<file path="src/rtl/pwm_cmd_sequencer.sv">
// Command sequencer for the pattern PWM generator: queues jobs, holds their parameters, drives pwm_en.
// Optional PWM_SEQ_PREEMPT_EN: a queued job ends a running infinite job.
module pwm_cmd_sequencer #(
  parameter int _PAT_WIDTH  = 8,
  parameter int FIFO_DEPTH  = 4,
  parameter int ARM_TIMEOUT = 255
) (
  input  logic                          clk,
  input  logic                          rst,
  input  logic                          cmd_valid,
  output logic                          cmd_ready,
  input  logic [7:0]                    cmd_duty,
  input  logic [15:0]                   cmd_dessert,
  input  logic [7:0]                    cmd_pulse_num,
  input  logic [_PAT_WIDTH-1:0]         cmd_pat,
  input  logic                          stop_req,
  output logic                          pwm_en,
  output logic [7:0]                    duty_num,
  output logic [15:0]                   pulse_dessert,
  output logic [7:0]                    pulse_num,
  output logic [_PAT_WIDTH-1:0]         PAT,
  input  logic                          pwm_busy,
  output logic                          seq_busy,
  output logic                          cmd_done,
  output logic [15:0]                   done_count,
  output logic [$clog2(FIFO_DEPTH):0]   fifo_level,
  output logic                          err_timeout
);

  localparam int AW = $clog2(FIFO_DEPTH);
  localparam int EW = 8 + 16 + 8 + _PAT_WIDTH;

  typedef enum logic [2:0] {S_IDLE, S_LOAD, S_ARM, S_RUN, S_DONE} state_t;

  logic [EW-1:0] mem [FIFO_DEPTH];
  logic [AW-1:0] wr_ptr, rd_ptr;
  logic [AW:0]   count;
  logic          fifo_full, fifo_empty, push, pop;

  state_t        state, state_nxt;
  logic          pwm_en_nxt, err_set, arm_expired, run_stop;
  logic [7:0]    arm_cnt;

  assign fifo_full  = (count == (AW+1)'(FIFO_DEPTH));
  assign fifo_empty = (count == '0);
  assign cmd_ready  = !fifo_full && !stop_req;
  assign push       = cmd_valid && cmd_ready;
  assign pop        = (state == S_LOAD);
  assign fifo_level = count;

  // stop_req wins over everything: a same-cycle pop in LOAD still reads the head first.
  always_ff @(posedge clk or posedge rst) begin
    if (rst) begin
      wr_ptr <= '0;
      rd_ptr <= '0;
      count  <= '0;
    end else if (stop_req) begin
      wr_ptr <= '0;
      rd_ptr <= '0;
      count  <= '0;
    end else begin
      if (push) wr_ptr <= wr_ptr + 1'b1;
      if (pop)  rd_ptr <= rd_ptr + 1'b1;
      case ({push, pop})
        2'b10:   count <= count + 1'b1;
        2'b01:   count <= count - 1'b1;
        default: count <= count;
      endcase
    end
  end

  // NOTE: the storage array is deliberately not reset; pointers and count define what is valid.
  always_ff @(posedge clk) begin
    if (push) mem[wr_ptr] <= {cmd_duty, cmd_dessert, cmd_pulse_num, cmd_pat};
  end

  // arm_cnt holds completed ARM cycles, so +1 counts the current one.
  assign arm_expired = (({1'b0, arm_cnt} + 9'd1) == 9'(ARM_TIMEOUT));

`ifdef PWM_SEQ_PREEMPT_EN
  assign run_stop = stop_req || !fifo_empty;
`else
  assign run_stop = stop_req;
`endif

  // NOTE: every output of this block gets a default first, so no path can infer a latch.
  always_comb begin
    state_nxt  = state;
    pwm_en_nxt = pwm_en;
    err_set    = 1'b0;
    case (state)
      S_IDLE: if (!fifo_empty && !stop_req) state_nxt = S_LOAD;
      S_LOAD: begin
        pwm_en_nxt = 1'b1;
        state_nxt  = S_ARM;
      end
      S_ARM: begin
        if (pwm_busy) begin
          state_nxt = S_RUN;
          if (pulse_num != 8'd0) pwm_en_nxt = 1'b0;
        end else if (arm_expired) begin
          err_set    = 1'b1;
          pwm_en_nxt = 1'b0;
          state_nxt  = S_IDLE;
        end
      end
      S_RUN: begin
        if (pulse_num == 8'd0 && run_stop) pwm_en_nxt = 1'b0;
        if (!pwm_busy) begin
          pwm_en_nxt = 1'b0;
          state_nxt  = S_DONE;
        end
      end
      S_DONE: begin
        pwm_en_nxt = 1'b0;
        state_nxt  = S_IDLE;
      end
      default: begin
        pwm_en_nxt = 1'b0;
        state_nxt  = S_IDLE;
      end
    endcase
  end

  // NOTE: non-blocking assignments so every register samples pre-edge values of the others.
  always_ff @(posedge clk or posedge rst) begin
    if (rst) begin
      state         <= S_IDLE;
      pwm_en        <= 1'b0;
      err_timeout   <= 1'b0;
      done_count    <= '0;
      arm_cnt       <= '0;
      duty_num      <= '0;
      pulse_dessert <= '0;
      pulse_num     <= '0;
      PAT           <= '0;
    end else begin
      state  <= state_nxt;
      pwm_en <= pwm_en_nxt;
      if (err_set) err_timeout <= 1'b1;
      if (state == S_DONE) done_count <= done_count + 16'd1;
      if (state == S_LOAD) begin
        arm_cnt <= '0;
        {duty_num, pulse_dessert, pulse_num, PAT} <= mem[rd_ptr];
      end else if (state == S_ARM) begin
        arm_cnt <= arm_cnt + 8'd1;
      end
    end
  end

  assign cmd_done = (state == S_DONE);
  assign seq_busy = (state != S_IDLE);

endmodule

</file>
<file path="config.mk">
export PLATFORM = sky130hd
export DESIGN_NAME = pwm_cmd_sequencer
export DESIGN_NICKNAME = d
export VERILOG_FILES = /design/src/rtl/pwm_cmd_sequencer.sv
export SDC_FILE = /design/constraint.sdc
export NUM_CORES = 1
export LEC_CHECK = 0
export CAP_MARGIN = 20
export CORE_AREA = 2 2 152 109
export DETAILED_ROUTE_END_ITERATION = 8
export DIE_AREA = 0 0 154 111
export GPL_ROUTABILITY_DRIVEN = 1
export PLACE_DENSITY = 0.83
export SLEW_MARGIN = 20
export SYNTH_ARGS = -nofsm -noshare
export SYNTH_HDL_FRONTEND = slang
export SYNTH_SLANG_ARGS = --single-unit
export TNS_END_PERCENT = 30
</file>
<file path="constraint.sdc">
create_clock -name clk -period 5.7 [get_ports clk]
set_input_delay 0.57 -clock clk [delete_from_list [all_inputs] [get_ports clk]]
set_output_delay 0.57 -clock clk [all_outputs]
set_load 0.005 [all_outputs]
</file>
# [After elaboration in Yosys (flattened, before gate mapping)]
# Memory sizes are Yosys's and may differ from the RTL's. A register that Yosys moved wholly into a read port is not among the register bits.
# Index checks and enable logic that the tools add are counted.
[totals] ff_bits=36 latch_bits=0 ramBits=160 mem_bits_ro=0 output_inout_bits=64 mem_count=1
[mem_list] memory="mem" words=4 width=40 read_ports=1 rd_clocked_by_memory_dff=1 write_ports=1 line="35" source="logic [EW-1:0] mem [FIFO_DEPTH];"
[op_classes] n_addsub=7 multipliers=0 div=0 n_lt_le_gt_ge=0 n_eq_ne=13 shift=0 muxes=24 bitwise_logic=1 reduce_logical=18
[op_table] op="adder 16 x 1 -> 16 bit (second input constant)" n=1
[op_table] op="two-way mux 8 bit" n=2
[op_table] op="two-way mux 3 bit" n=5
[op_table] op="one-hot mux 3 bit (4 select lines)" n=1
[op_table] op="two-way mux 1 bit" n=10
[op_table] op="adder 8 x 1 -> 9 bit (second input constant)" n=1
[op_table] op="== test 9 x 8 -> 1 bit (second input constant)" n=1
[op_table] op="inequality test 3 bit (second input constant)" n=3
[op_table] op="adder 8 x 1 -> 8 bit (second input constant)" n=1
[op_table] op="zero test 8 bit" n=1
[op_table] op="two-way mux 2 bit" n=4
[op_table] op="nonzero test 8 bit" n=1
[op_table] op="== test 3 x 2 -> 1 bit (second input constant)" n=2
[op_table] op="== test 3 bit (second input constant)" n=2
[op_table] op="zero test 3 bit" n=2
[op_table] op="one-hot mux 3 bit (2 select lines)" n=1
[op_table] op="nonzero test 2 bit" n=3
[op_table] op="nonzero test 3 bit" n=2
[op_table] op="adder 2 x 1 -> 2 bit (second input constant)" n=2
[op_table] op="logical AND 1 bit" n=4
[op_table] op="inequality test 2 bit (second input constant)" n=2
[op_table] op="one-hot mux 1 bit (4 select lines)" n=1
[op_table] op="AND reduction 4 bit" n=1
[op_table] op="adder 3 x 1 -> 3 bit (second input constant)" n=1
[op_table] op="other kinds (7)" n=9

# [Depth between registers and ports, before layout]
[logic_depth] depth_word=7 depth_mapped=9 depth_no_buf=7

# [Worst setup path after synthesis]
# No wires, ideal clock.
[synth_timing] path_kind="input -> register" startpoint="input port cmd_valid" endpoint="memory mem[0][0] in the netlist's numbering, enable pin" setup_time_ps=401 arrival_time_ps=2115 required_ps=5299 setup_slack_ps=3183 cell_stages=4 n_path_buf=1 cell_sequence="inv_1 > a211oi_1 > buf_2 > and2_1"
[synth_between] elab_chain_cells=3
[synth_lines] element="from (decl)" line="10" source="input logic cmd_valid,"
[synth_lines] element="logical AND 1 bit" line="47" source="assign push = cmd_valid && cmd_ready;"
[synth_lines] element="two-way mux 1 bit" line="74" source="if (push) mem[wr_ptr] <= {cmd_duty, cmd_dessert, cmd_pulse_num, cmd_pat};"
[synth_lines] element="two-way mux 1 bit (not written as such)" line="74"
[synth_lines] element="to (decl)" line="35"
# No other way between the ends.

# [Worst setup path in the final report]
[layout_timing] startpoint="input port stop_req" endpoint="memory mem[0][32] in the netlist's numbering, enable pin"
[layout_between] elab_chain_cells=5
[layout_lines] element="from (decl)" line="16" source="input logic stop_req,"
[layout_lines] element="zero test 1 bit" line="46" source="assign cmd_ready = !fifo_full && !stop_req;"
[layout_lines] element="logical AND 1 bit" line="46"
[layout_lines] element="logical AND 1 bit" line="47"
[layout_lines] element="two-way mux 1 bit" line="74"
[layout_lines] element="two-way mux 1 bit (not written as such)" line="74"
# No other way between the ends.

==> results.py <==
metrics = {
    "grt": {
        "grt_max_degree": 77,
        "grt_pass1_wl_um": 28600,
        "grt_usage": 0.219,
        "grt-ovfl-total": 0,
        "antenna_found_initial": 0,
        "grt_pass1_vias": 5078,
    },
    "setup_path": {
        "start_kind": "primary input",
        "worstPathRequired_ps": 5810,
        "critical_path_peak_fanout": 40,
        "end_kind": "register",
        "critPathKind": "primary input to register",
        "arrival_ps": 2960,
    },
    "route": {
        "num_vias": 4854,
        "wl_per_cell_um": 22.2,
        "drc_errors": 0,
        "ant_nets": 0,
        "drt-total-wl_um": 18200,
        "drt_first_pass_iters": 5,
        "drt_iter0_drc": 349,
        "viasPerCell": 5.93,
    },
    "timing": {
        "setup_viol": 0,
        "setup_tns_ps": 0,
        "layout_min_cycle_time_ps": 2850,
        "period_share": 0.499,
        "hold_viol_final": 0,
        "fmaxAchievable_ghz": 0.351,
        "fin_skew_ps": 10.1,
        "rsz0062_at_grt": "no",
        "worst_pin_slew_ps": 1070,
        "drv_slew": 0,
        "maxSlewHeadroom": 0.287,
    },
    "placed_design": {
        "dpl.hpwl_um": 10400,
        "place_inst": 778,
        "gp_congestion": 0.795,
        "postPlaceCellArea_mm2": 0.0105,
        "io_buffers": 108,
    },
    "synth": {
        "synth_nets": 540,
        "synth_most_common_cell": "edfxtp_1",
        "yosysWarnings": 0,
        "avgSynthCellArea_um2": 18.9,
        "synth_area_leader_cell": "edfxtp_1",
        "yosys.cell_types.count": 47,
        "yosysSeqAreaShare": 0.729,
        "synth_top_flop_cell": "edfxtp_1",
        "async_reset_ff_frac": 0.322,
        "synth.top_cell.area_share": 0.522,
        "synth_area_mm2": 0.00920,
        "synthTopCellsByCount": "edfxtp_1, dfrtp_1, mux2_2",
        "netlist_instances": 487,
        "yosys-top-cells-area": "edfxtp_1, dfrtp_1, mux4_2",
        "synth-edff-count": 160,
        "ys_seq_elements": 236,
    },
    "floorplanning": {
        "initial_core_util": 0.580,
        "die-area_mm2": 0.0171,
        "die_h_um": 111,
        "die_w_um": 154,
        "num_rows": 39,
        "ios": 109,
        "core_mm2": 0.0159,
    },
    "clocking": {
        "post_cts_resize_count": 0,
        "clockRootBuffer": "clkbuf_16",
        "cts_tree": "built",
        "cts_sinks": 236,
        "clk_latency_ps": 500,
        "cts_setup_buffers": 0,
        "ctsLongestPathBuffers": 3,
        "cts.hold.buffers_added": 0,
        "path_clk_slew_ps": 70,
        "numCtsBuffers": 22,
        "h-tree-depth": 1,
    },
    "min_path": {
        "worstHoldPathType": "register to register",
    },
    "status": {
        "status": "complete, no violations",
    },
    "final_layout": {
        "multi_input_area_mm2": 0.00236,
        "drive_above_1_share": 0.227,
        "layout.area.seq_mm2": 0.00671,
        "postLayoutCellArea_mm2": 0.0113,
        "final_util": 0.711,
        "nets": 650,
        "stdcell_count": 818,
        "diodes": 0,
        "n_fill_cell": 909,
        "syn_to_final_growth_pct": 22.6,
    },
    "pwr": {
        "power.density_mw_per_mm2": 452,
        "peakVddDrop_mv": 0.236,
        "p_total_w": 0.00510,
        "cellLeakagePower_nw": 3.99,
    },
    "job": {
        "drv_cap": 0,
    },
}
stage by stage:
| step | hold WS (ps) | setup slack (ps) |
|---|---|---|
| 3_3_place_gp | 456 | 2190 |
| 2_1_floorplan | 444 | 3180 |
| 4_1_cts | 476 | 2410 |
| 5_1_grt | 507 | 2670 |
| 6_report | 472 | 2850 |
| 3_5_place_dp | 459 | 1930 |
power breakdown:
part / internal (W) / switching (W) / leakage [nW]
clock: 0.00102 / 0.000628 / 0.406
sequential: 0.00210 / 0.000254 / 2.41
combinational: 0.000696 / 0.000403 / 1.17
total: 0.00382 / 0.00129 / 3.99
layout by cell type (no fill, tap or decap), types with 3 or more instances in the layout:
master / instances
and3_1: 4
clkbuf_16: 23
xnor2_1: 13
clkdlybuf4s50_1: 108
o21ai_0: 12
mux4_2: 40
ha_1: 7
nor2_1: 10
a41oi_1: 3
nand3_1: 6
inv_1: 6
mux2_2: 43
xor2_1: 7
and2_2: 4
clkinv_2: 7
edfxtp_1: 160
nor3_1: 4
dfrtp_1: 74
nand4_1: 5
nand2b_1: 3
o31ai_1: 5
nand2_1: 14
a21oi_1: 4
nor2b_1: 8
bufinv_16: 6
metal layers:
metal | GRT usage | vias up | wire (um)
met5 | 0 | - | 0
met4 | 0.0573 | 0 | 367
met3 | 0.0399 | 32 | 1020
met2 | 0.356 | 179 | 9090
met1 | 0.312 | 2526 | 7710
li1 | - | 2117 | -
cell families (layout without fill, tap and decap cells):
family	count (synthesis)	after routing	share of synthesized area
flip-flops	236	236	0.729
multiplexers	85	85	0.153
AND/OR/NAND/NOR	72	72	0.0461
AO/OA/AOI/OAI	35	35	0.0256
buffers and inverters	31	157	0.0162
XOR/XNOR	20	20	0.0190
adder cells (fa/ha/maj)	8	8	0.0117
registers in the layout (all words and copies together) (netlist names):
signal         flops
PAT                8
arm_cnt            8
done_count        16
duty_num           8
err_timeout        1
fifo_level         3
mem              160
pulse_dessert     16
pulse_num          8
pwm_en             1
rd_ptr             2
state              3
wr_ptr             2
area by class of cell:
cell class | instances | area share
flip-flops and latches | 236 | 0.595
multi-input cells | 220 | 0.209
repair buffers | 110 | 0.0975
clock buffers | 24 | 0.0522
well taps | 205 | 0.0227
clock inverters | 16 | 0.0207
inverters | 7 | 0.00244
worst paths after layout:
check,slack [ps],end,start,cells past startpoint
setup / recovery,2850,mem[0][32]$_DFFE_PP_,stop_req,3
hold / removal,470,done_count[15]$_DFFE_PP0P_,done_count[15]$_DFFE_PP0P_,1
setup reg to reg,3050,mem[0][32]$_DFFE_PP_,fifo_level[0]$_DFFE_PP0P_,3
hold reg to reg,470,done_count[15]$_DFFE_PP0P_,done_count[15]$_DFFE_PP0P_,1
max in group asynchronous,4560,rd_ptr[0]$_DFFE_PP0P_,rst,3
min in group asynchronous,590,PAT[4]$_DFFE_PP0N_,rst,3
critical path: stages:
cell             delay (ps)
clkdlybuf4s50_1         660
a211oi_2                720
and2_2                  990
(Power assumes the default switching activity.)
